$ cat src/rtl/construtor_caminho_pkg.sv
// Shared definitions for the path-construction stage: FSM encodings,
// default geometry and the stack count-width helper.
package construtor_caminho_pkg;

    localparam int STATE_WIDTH    = 3;
    localparam int DEF_ADDR_WIDTH = 8;
    localparam int DEF_MAX_PATH   = 64;

    typedef enum logic [STATE_WIDTH-1:0] {
        ST_IDLE   = 3'd0,
        ST_REQ    = 3'd1,
        ST_WAIT   = 3'd2,
        ST_PRONTO = 3'd3,
        ST_ERRO   = 3'd4
    } estado_t;

    // Bits needed to hold a node count in the range 0..max_path inclusive.
    function automatic int count_width(input int max_path);
        return $clog2(max_path + 1);
    endfunction

endpackage

$ cat src/rtl/construtor_caminho_pilha.sv
// LIFO of node ids used to reverse the destination-to-source walk.
// Clear beats push, push beats pop; push when full and pop when empty are dropped.
module pilha_caminho
    import construtor_caminho_pkg::*;
#(
    parameter  int WIDTH = DEF_ADDR_WIDTH,
    parameter  int DEPTH = DEF_MAX_PATH,
    localparam int CW    = count_width(DEPTH),
    localparam int IW    = (DEPTH > 1) ? $clog2(DEPTH) : 1
) (
    input  logic             clk,
    input  logic             rst_n,
    input  logic             clear_in,
    input  logic             push_in,
    input  logic             pop_in,
    input  logic [WIDTH-1:0] data_in,
    output logic [WIDTH-1:0] top_out,
    output logic [CW-1:0]    count_out,
    output logic             full_out,
    output logic             empty_out
);

    logic [WIDTH-1:0] mem_q [DEPTH];
    logic [WIDTH-1:0] mem_d [DEPTH];
    logic [CW-1:0]    count_q;
    logic [CW-1:0]    count_d;
    logic [IW-1:0]    wr_idx_s;
    logic [IW-1:0]    rd_idx_s;

    assign full_out  = (count_q == CW'(DEPTH));
    assign empty_out = (count_q == {CW{1'b0}});
    assign count_out = count_q;
    assign wr_idx_s  = IW'(count_q);
    assign rd_idx_s  = IW'(count_q - CW'(1));
    assign top_out   = empty_out ? {WIDTH{1'b0}} : mem_q[rd_idx_s];

    // Next stack contents and occupancy from the clear/push/pop requests.
    always_comb begin
        mem_d   = mem_q;
        count_d = count_q;
        if (clear_in) begin
            count_d = {CW{1'b0}};
        end else if (push_in && !full_out) begin
            mem_d[wr_idx_s] = data_in;
            count_d         = count_q + CW'(1);
        end else if (pop_in && !empty_out) begin
            count_d = count_q - CW'(1);
        end else begin
            count_d = count_q;
        end
    end

    // Stack storage and occupancy registers.
    always_ff @(posedge clk or negedge rst_n) begin
        if (!rst_n) begin
            for (int i = 0; i < DEPTH; i++) begin
                mem_q[i] <= {WIDTH{1'b0}};
            end
            count_q <= {CW{1'b0}};
        end else begin
            mem_q   <= mem_d;
            count_q <= count_d;
        end
    end

endmodule

$ cat src/rtl/construtor_caminho.sv
// Path-construction stage: walks the predecessor memory from destination back
// to source, stacks every node, then streams the path source-first until the
// controller acknowledges.
module construtor_caminho
    import construtor_caminho_pkg::*;
#(
    parameter  int ADDR_WIDTH = DEF_ADDR_WIDTH,
    parameter  int MAX_PATH   = DEF_MAX_PATH,
    localparam int CW         = count_width(MAX_PATH)
) (
    input  logic                  clk,
    input  logic                  rst_n,
    input  logic                  iniciar_in,
    input  logic                  construir_caminho_in,
    input  logic [ADDR_WIDTH-1:0] fonte_in,
    input  logic [ADDR_WIDTH-1:0] destino_in,
    output logic                  pred_rd_en_out,
    output logic [ADDR_WIDTH-1:0] pred_addr_out,
    input  logic [ADDR_WIDTH-1:0] pred_data_in,
    input  logic                  pred_valid_in,
    output logic                  caminho_pronto_out,
    output logic                  erro_out,
    output logic                  caminho_valid_out,
    output logic [ADDR_WIDTH-1:0] caminho_node_out,
    output logic                  caminho_fim_out,
    input  logic                  caminho_rd_in,
    input  logic                  lido_in
);

    estado_t               state_q, state_d;
    logic [ADDR_WIDTH-1:0] fonte_q, fonte_d;
    logic [ADDR_WIDTH-1:0] atual_q, atual_d;
    logic                  pred_rd_en_q, pred_rd_en_d;
    logic [ADDR_WIDTH-1:0] pred_addr_q, pred_addr_d;

    logic                  stk_clear_s;
    logic                  stk_push_s;
    logic                  stk_pop_s;
    logic [ADDR_WIDTH-1:0] stk_data_s;
    logic [ADDR_WIDTH-1:0] stk_top_s;
    logic [CW-1:0]         stk_count_s;
    logic                  stk_full_s;
    logic                  stk_empty_s;

    pilha_caminho #(
        .WIDTH (ADDR_WIDTH),
        .DEPTH (MAX_PATH)
    ) u_pilha (
        .clk       (clk),
        .rst_n     (rst_n),
        .clear_in  (stk_clear_s),
        .push_in   (stk_push_s),
        .pop_in    (stk_pop_s),
        .data_in   (stk_data_s),
        .top_out   (stk_top_s),
        .count_out (stk_count_s),
        .full_out  (stk_full_s),
        .empty_out (stk_empty_s)
    );

    // State, walk bookkeeping and registered memory-request outputs.
    always_ff @(posedge clk or negedge rst_n) begin
        if (!rst_n) begin
            state_q      <= ST_IDLE;
            fonte_q      <= {ADDR_WIDTH{1'b0}};
            atual_q      <= {ADDR_WIDTH{1'b0}};
            pred_rd_en_q <= 1'b0;
            pred_addr_q  <= {ADDR_WIDTH{1'b0}};
        end else begin
            state_q      <= state_d;
            fonte_q      <= fonte_d;
            atual_q      <= atual_d;
            pred_rd_en_q <= pred_rd_en_d;
            pred_addr_q  <= pred_addr_d;
        end
    end

    // Next state and stack commands; iniciar_in overrides everything else.
    always_comb begin
        state_d     = state_q;
        fonte_d     = fonte_q;
        atual_d     = atual_q;
        stk_clear_s = 1'b0;
        stk_push_s  = 1'b0;
        stk_pop_s   = 1'b0;
        stk_data_s  = {ADDR_WIDTH{1'b0}};
        case (state_q)
            ST_IDLE: begin
                if (construir_caminho_in) begin
                    fonte_d    = fonte_in;
                    atual_d    = destino_in;
                    stk_push_s = 1'b1;
                    stk_data_s = destino_in;
                    state_d    = (destino_in == fonte_in) ? ST_PRONTO : ST_REQ;
                end else begin
                    state_d = ST_IDLE;
                end
            end
            ST_REQ: begin
                state_d = ST_WAIT;
            end
            ST_WAIT: begin
                if (!pred_valid_in) begin
                    state_d = ST_ERRO;
                end else if (stk_full_s) begin
                    state_d = ST_ERRO;
                end else begin
                    stk_push_s = 1'b1;
                    stk_data_s = pred_data_in;
                    atual_d    = pred_data_in;
                    state_d    = (pred_data_in == fonte_q) ? ST_PRONTO : ST_REQ;
                end
            end
            ST_PRONTO: begin
                if (lido_in) begin
                    stk_clear_s = 1'b1;
                    state_d     = ST_IDLE;
                end else if (caminho_rd_in && !stk_empty_s) begin
                    stk_pop_s = 1'b1;
                end else begin
                    state_d = ST_PRONTO;
                end
            end
            ST_ERRO: begin
                if (lido_in) begin
                    stk_clear_s = 1'b1;
                    state_d     = ST_IDLE;
                end else begin
                    state_d = ST_ERRO;
                end
            end
            default: begin
                stk_clear_s = 1'b1;
                state_d     = ST_IDLE;
            end
        endcase
        if (iniciar_in) begin
            stk_clear_s = 1'b1;
            stk_push_s  = 1'b0;
            stk_pop_s   = 1'b0;
            state_d     = ST_IDLE;
        end else begin
            stk_clear_s = stk_clear_s;
        end
    end

    // Status and stream outputs, plus the next value of the memory request.
    always_comb begin
        caminho_pronto_out = (state_q == ST_PRONTO) || (state_q == ST_ERRO);
        erro_out           = (state_q == ST_ERRO);
        caminho_valid_out  = (state_q == ST_PRONTO) && !stk_empty_s;
        caminho_node_out   = caminho_valid_out ? stk_top_s : {ADDR_WIDTH{1'b0}};
        caminho_fim_out    = caminho_valid_out && (stk_count_s == CW'(1));
        pred_rd_en_d       = (state_d == ST_REQ);
        pred_addr_d        = pred_rd_en_d ? atual_d : {ADDR_WIDTH{1'b0}};
    end

    assign pred_rd_en_out = pred_rd_en_q;
    assign pred_addr_out  = pred_addr_q;

endmodule

$ cat config.mk
export PLATFORM = sky130hd
export DESIGN_NAME = construtor_caminho
export DESIGN_NICKNAME = d
export VERILOG_FILES = /design/src/rtl/construtor_caminho_pkg.sv /design/src/rtl/construtor_caminho_pilha.sv /design/src/rtl/construtor_caminho.sv
export SDC_FILE = /design/constraint.sdc
export NUM_CORES = 1
export LEC_CHECK = 0
export CAP_MARGIN = 5
export CORE_ASPECT_RATIO = 2
export CORE_MARGIN = 8
export CORE_UTILIZATION = 50
export DETAILED_ROUTE_END_ITERATION = 12
export PLACE_DENSITY = 0.75
export SETUP_SLACK_MARGIN = 0.3
export SLEW_MARGIN = 20
export SYNTH_ARGS = -nofsm -noshare
export SYNTH_HDL_FRONTEND = slang
export SYNTH_SLANG_ARGS = --single-unit
export TNS_END_PERCENT = 50
$ cat constraint.sdc
create_clock -name clk -period 5 [get_ports clk]
set_clock_uncertainty 0.15 [all_clocks]
set_input_delay 1 -clock clk [delete_from_list [all_inputs] [get_ports clk]]
set_output_delay 1 -clock clk [all_outputs]
set_load 0.01 [all_outputs]
* Word level (Yosys, flattened, before mapping)
Index checks and enable logic that the tools add are counted.
Widths: inputs -> output; s select.
** Word-level totals
- Register bits :: 547
- Input port bits :: 31
- Output and inout port bits :: 21
- Logic and storage cells :: 145
** Cells by class
- Add/sub/neg operators :: 2
- Magnitude comparators :: 3
- Equal/unequal tests :: 9
- Mux-type cells :: 42
- Bitwise operators :: 3
- Reductions and logical operators :: 16
** Operators by type and width (number)
- $bwmux 512 :: 1
- $mux 8 :: 12
- $bmux 8 s6 :: 1
- $demux 8 s6 :: 1
- $pmux 8 s2 :: 2
- $mux 7 :: 3
- $mux 3 :: 6
- $eq 8x8->1 :: 2
- $pmux 3 s5 :: 1
- $ge 7x7->1 const B :: 2
- $not 6->7 :: 2
- $mux 1 :: 10
- $add 7x1->7 const B :: 1
- $eq 7x1->1 const B :: 1
- $eq 7x7->1 const B :: 1
- $logic_not 7->1 :: 1
- $lt 7x1->1 const B :: 1
- $sub 7x1->7 const B :: 1
- $eq 3x1->1 const B :: 2
- $eq 3x2->1 const B :: 2
- $logic_and 1x1->1 :: 6
- $mux 2 :: 3
- $pmux 1 s2 :: 2
- $reduce_and 2->1 :: 2
- 8 further kinds :: 9

* Depth between registers and ports, before layout
- Depth after elaboration :: 11
- Mapped depth :: 14
- Depth with buffers taken out :: 9

* Cells and area by module
Synthesis repeated with hierarchy kept, for this count alone.
** Unflattened totals
- Cells, all modules :: 1805
- Area, all modules :: 25942.4 um2
** By module, submodules not included
- pilha_caminho :: instances 1, cells each 1656, area an instance 24345.8 um2, seq. area each 12987.5 um2
- construtor_caminho :: instances 1, cells each 149, area an instance 1596.5 um2, seq. area each 700.7 um2

* Least setup slack after synthesis
No wires, ideal clock.
- Kind :: register to output
- From :: register u_pilha.count_q[0], in the netlist u_pilha.count_out[0]
- To :: output port caminho_node_out[0]
- Data arrival time :: 2.944 ns
- Data required time :: 3.850 ns
- Path slack :: 0.906 ns
- Stages on the path, launching flop included :: 12
- Path buffers :: 5
- Path through :: dfrtp_1 -> buf_4 -> buf_4 -> inv_1 -> ha_1 -> buf_2 -> buf_1 -> clkbuf_1 -> mux4_2 -> mux2i_1 -> o22ai_1 -> o311a_1
** On the way
- Longest elaborated chain between the ends :: 7
- Elaborated cells between the ends (all ways) :: 10
- Classes of those cells :: 1 x add/sub; 5 x mux; 1 x bitwise; 3 x reduce/logical
** Ends and longest elaborated chain
- start, declared :: line construtor_caminho_pilha.sv:25 : logic [CW-1:0] count_q;
- start signal, assigned :: line construtor_caminho_pilha.sv:59 : count_q <= {CW{1'b0}};
- start signal, assigned :: line construtor_caminho_pilha.sv:62 : count_q <= count_d;
- $sub 7x1->7 :: line construtor_caminho_pilha.sv:34 : assign rd_idx_s = IW'(count_q - CW'(1));
- $not 6->7 (implied by the code) :: line construtor_caminho_pilha.sv:35 : assign top_out = empty_out ? {WIDTH{1'b0}} : mem_q[rd_idx_s];
- $bmux 8 s6 :: line construtor_caminho_pilha.sv:35
- $mux 8 (implied by the code) (2 in a row) :: line construtor_caminho_pilha.sv:35
- $mux 8 :: line construtor_caminho_pilha.sv:35
- $mux 8 (*) :: line construtor_caminho.sv:152 : caminho_node_out = caminho_valid_out ? stk_top_s : {ADDR_WIDTH{1'b0}};
- end, declared :: line construtor_caminho.sv:24 : output logic [ADDR_WIDTH-1:0] caminho_node_out,
Every way passes the cells marked *; elsewhere a longest branch is shown, timed or not. The select of a mux whose other input is x is not followed.

* Worst setup path after layout
- From :: register u_pilha.count_q[0], in the netlist u_pilha.count_out[0]
- To :: output port caminho_node_out[3]
Same word-level chain as after synthesis.

==> metrics.cfg <==
[routing]
num_vias=17600
viasPerCell=5.97
totalWireLength_um=67400
wl_per_cell_um=22.8
ant_nets=0
first_pass_iters=8
drc=0
drtIter0Drc=1536

[pwr]
combPwrFrac=0.149
swShare=0.272
cell_internal_pwr_mw=7.50
p_seq_frac=0.475
p_leak_nw=12.1
ir_drop_mv=0.273
clkPwrFrac=0.377
p_per_area_nw_per_um2=375
switchingPower_mw=2.80

[setup_path]
required_ps=3850
r2r-start=u_pilha.count_out[4]
cp.arrival_ps=3740
critical_path.endpoint_type=output port
ff2ff_path_depth=8
crit_type=flop to output port
reg2reg_slack_ps=1380
start_kind=flop
reg2reg_to=u_pilha.mem_q[116]
worst-path-max-fanout=21

[yosys]
synth.distinct_cells=54
syn-mean-instance-area_um2=10.8
synthFlopType=dfrtp_1
syn_inst=2265
yosys_warnings=0
synthXorXnorAreaFrac=0.00898
synth_seq_cells=547
synth-compound-area-share=0.133
syn_nets=2299
synth_top_family_by_area=multiplexers
yosys.area.top_type=dfrtp_1
synthAdderAreaFrac=0.00154
synth_mux_area_frac=0.138
yosysSeqAreaShare=0.561
synthTopCellsByCount=dfrtp_1, nor2_1, nand2_1
synth_most_common_cell=dfrtp_1
synth-simple-area-share=0.120
synth.area.top_cells=dfrtp_1, mux4_2, a21oi_1
synth_top_area_share=0.561
syn_area_um2=24400
synth_edf_count=0
ys_async_sr_fraction=1.00

[sta]
max_freq_mhz=205
rsz0062_at_grt=true
hold_viol=0
worst_pin_slew_ps=1050
finalCritPeriodShare=0.977
slew_viol_final=0
setup_viol=0
relSlewSlack=0.295
period_needed_ps=4890
fin_ws_ps=114
setup_tns_ps=0

[clock_network]
clockBufferDepth=3
cts.clk_slew.worst_paths_ps=70
clock_latency_ps=590
clockRootBuffer=clkbuf_16
cts_tree=built
cts_sinks=547
cts.htree.levels=2
postCtsHoldBufs=0
numCtsBuffers=49

[floorplan]
dieArea_um2=56500
die_h_um=328
row_count=114
die_w_um=172
start_util=0.506
core-area_um2=48200
ioPinCount=52

[global_route]
grt_max_degree=154
grt_pass1_vias=18700
grt_pass1_wl_um=105000
grt_use_total=0.244
antenna_found_initial=0
overflow=0

[placed_design]
dp_cells=2855
pre_cts_slack_ps=465
portBuffers=51
hpwl_um=44900
gp_congestion=1.07

[layout]
ff_latch_area_um2=13700
syn2layout_area_growth_pct=12.6
final_core_util=0.570
finalNonFillerCells=2956
multi_input_area_um2=9890
num_antenna_cells=0
nFillCells=3968
final_layout_size_suffix_gt1_frac=0.148
fin_nets=2314

[status]
status=finished clean

[hold_path]
min_path_type=input pin to asynchronous set/reset pin

[run]
max_cap_violations=0

==> placed cells by master, fill, tap and decap left out, drive strengths merged, types with 9 or more instances in the layout <==
cell type / count
a21oi: 304
a22oi: 9
buf: 85
clkbuf: 76
clkdlybuf4s50: 46
dfrtp: 547
inv: 23
mux2: 9
mux2i: 18
mux4: 137
nand2: 317
nor2: 326
nor2b: 15
nor3: 20
o21ai: 249
o22ai: 15
xor2: 18
==> cell type report <==
type                    instances  share of cell area
flip-flops and latches        547               0.499
well taps                     638              0.0291
inverters                      22             0.00314
clock buffers                  74              0.0539
multi-input cells            1523               0.360
repair buffers                137              0.0491
clock inverters                15             0.00615
==> state kept, by name, indices dropped and copies added (netlist names) <==
register,cells
u_pilha.mem_q,512
atual_q,8
state_q,3
pred_rd_en_out,1
fonte_q,8
pred_addr_out,8
u_pilha.count_out,7
==> power groups by stage <==
| stage | clock, mW | combinational [mW] | sequential, mW |
|---|---|---|---|
| floorplan | 0 | 0.949 | 4.90 |
| global placement | 0 | 1.39 | 4.94 |
| detailed placement | 0 | 1.42 | 4.96 |
| CTS | 3.92 | 1.51 | 4.88 |
| global route | 4.09 | 1.65 | 4.91 |
| finish | 3.88 | 1.53 | 4.89 |
==> worst max-delay path by stage <==
| stage | cells past startpoint | end | start | slack [ps] |
|---|---|---|---|---|
| after floorplan | 11 | caminho_node_out[0] | u_pilha.count_out[0] | 910 |
| after global placement | 9 | caminho_node_out[2] | u_pilha.count_out[1] | 470 |
| after detailed placement | 9 | caminho_node_out[2] | u_pilha.count_out[1] | 460 |
| after CTS | 7 | caminho_node_out[2] | u_pilha.count_out[0] | 130 |
| after global routing | 11 | caminho_node_out[7] | u_pilha.count_out[0] | 60 |
| final | 10 | caminho_node_out[3] | u_pilha.count_out[0] | 110 |
==> cells by family (layout without fill, tap and decap cells) <==
| kind of cell | count (synthesis) | in the layout |
|---|---|---|
| AOI/OAI and AO/OA | 614 | 614 |
| xor gates and xnor gates | 25 | 25 |
| adders and majority gates | 3 | 3 |
| buffers and inverters | 195 | 248 |
| DFF | 547 | 547 |
| muxes | 164 | 164 |
| and+or+nand+nor | 717 | 717 |
==> critical path, cell delays in order, from the launching register on <==
cell             delay (ps)
dfrtp_4                 490
clkinvlp_4              140
ha_4                    380
buf_12                  130
buf_16                  160
mux4_2                  390
mux4_2                  490
nand2_1                 100
o211ai_1                140
o311a_1                 190
clkdlybuf4s50_1         510
==> metrics by stage <==
step	power [mW]	hold WS (ps)	instance area, µm²
final	10.3	151	27500
after global routing	10.7	161	27500
after CTS	10.3	160	27400
after detailed placement	6.38	310	25500
after global placement	6.33	303	25500
after floorplan	5.84	290	24400
==> routing by layer <==
layer,up-vias,track usage,part of all wire
li1,7942,-,-
met1,8742,0.260,0.34
met2,702,0.416,0.51
met3,258,0.0348,0.049
met4,0,0.211,0.10
met5,-,0,0
==> what timing repair did <==
action                                  CTS  global route
setup buffers                             7             2
cloned                                    2             1
endpoints found under the setup margin    8             8
pin swaps                                 2             3
gates resized for setup                  19             7
hold endpoints to repair                  0             0
(Power assumes the default switching activity.)
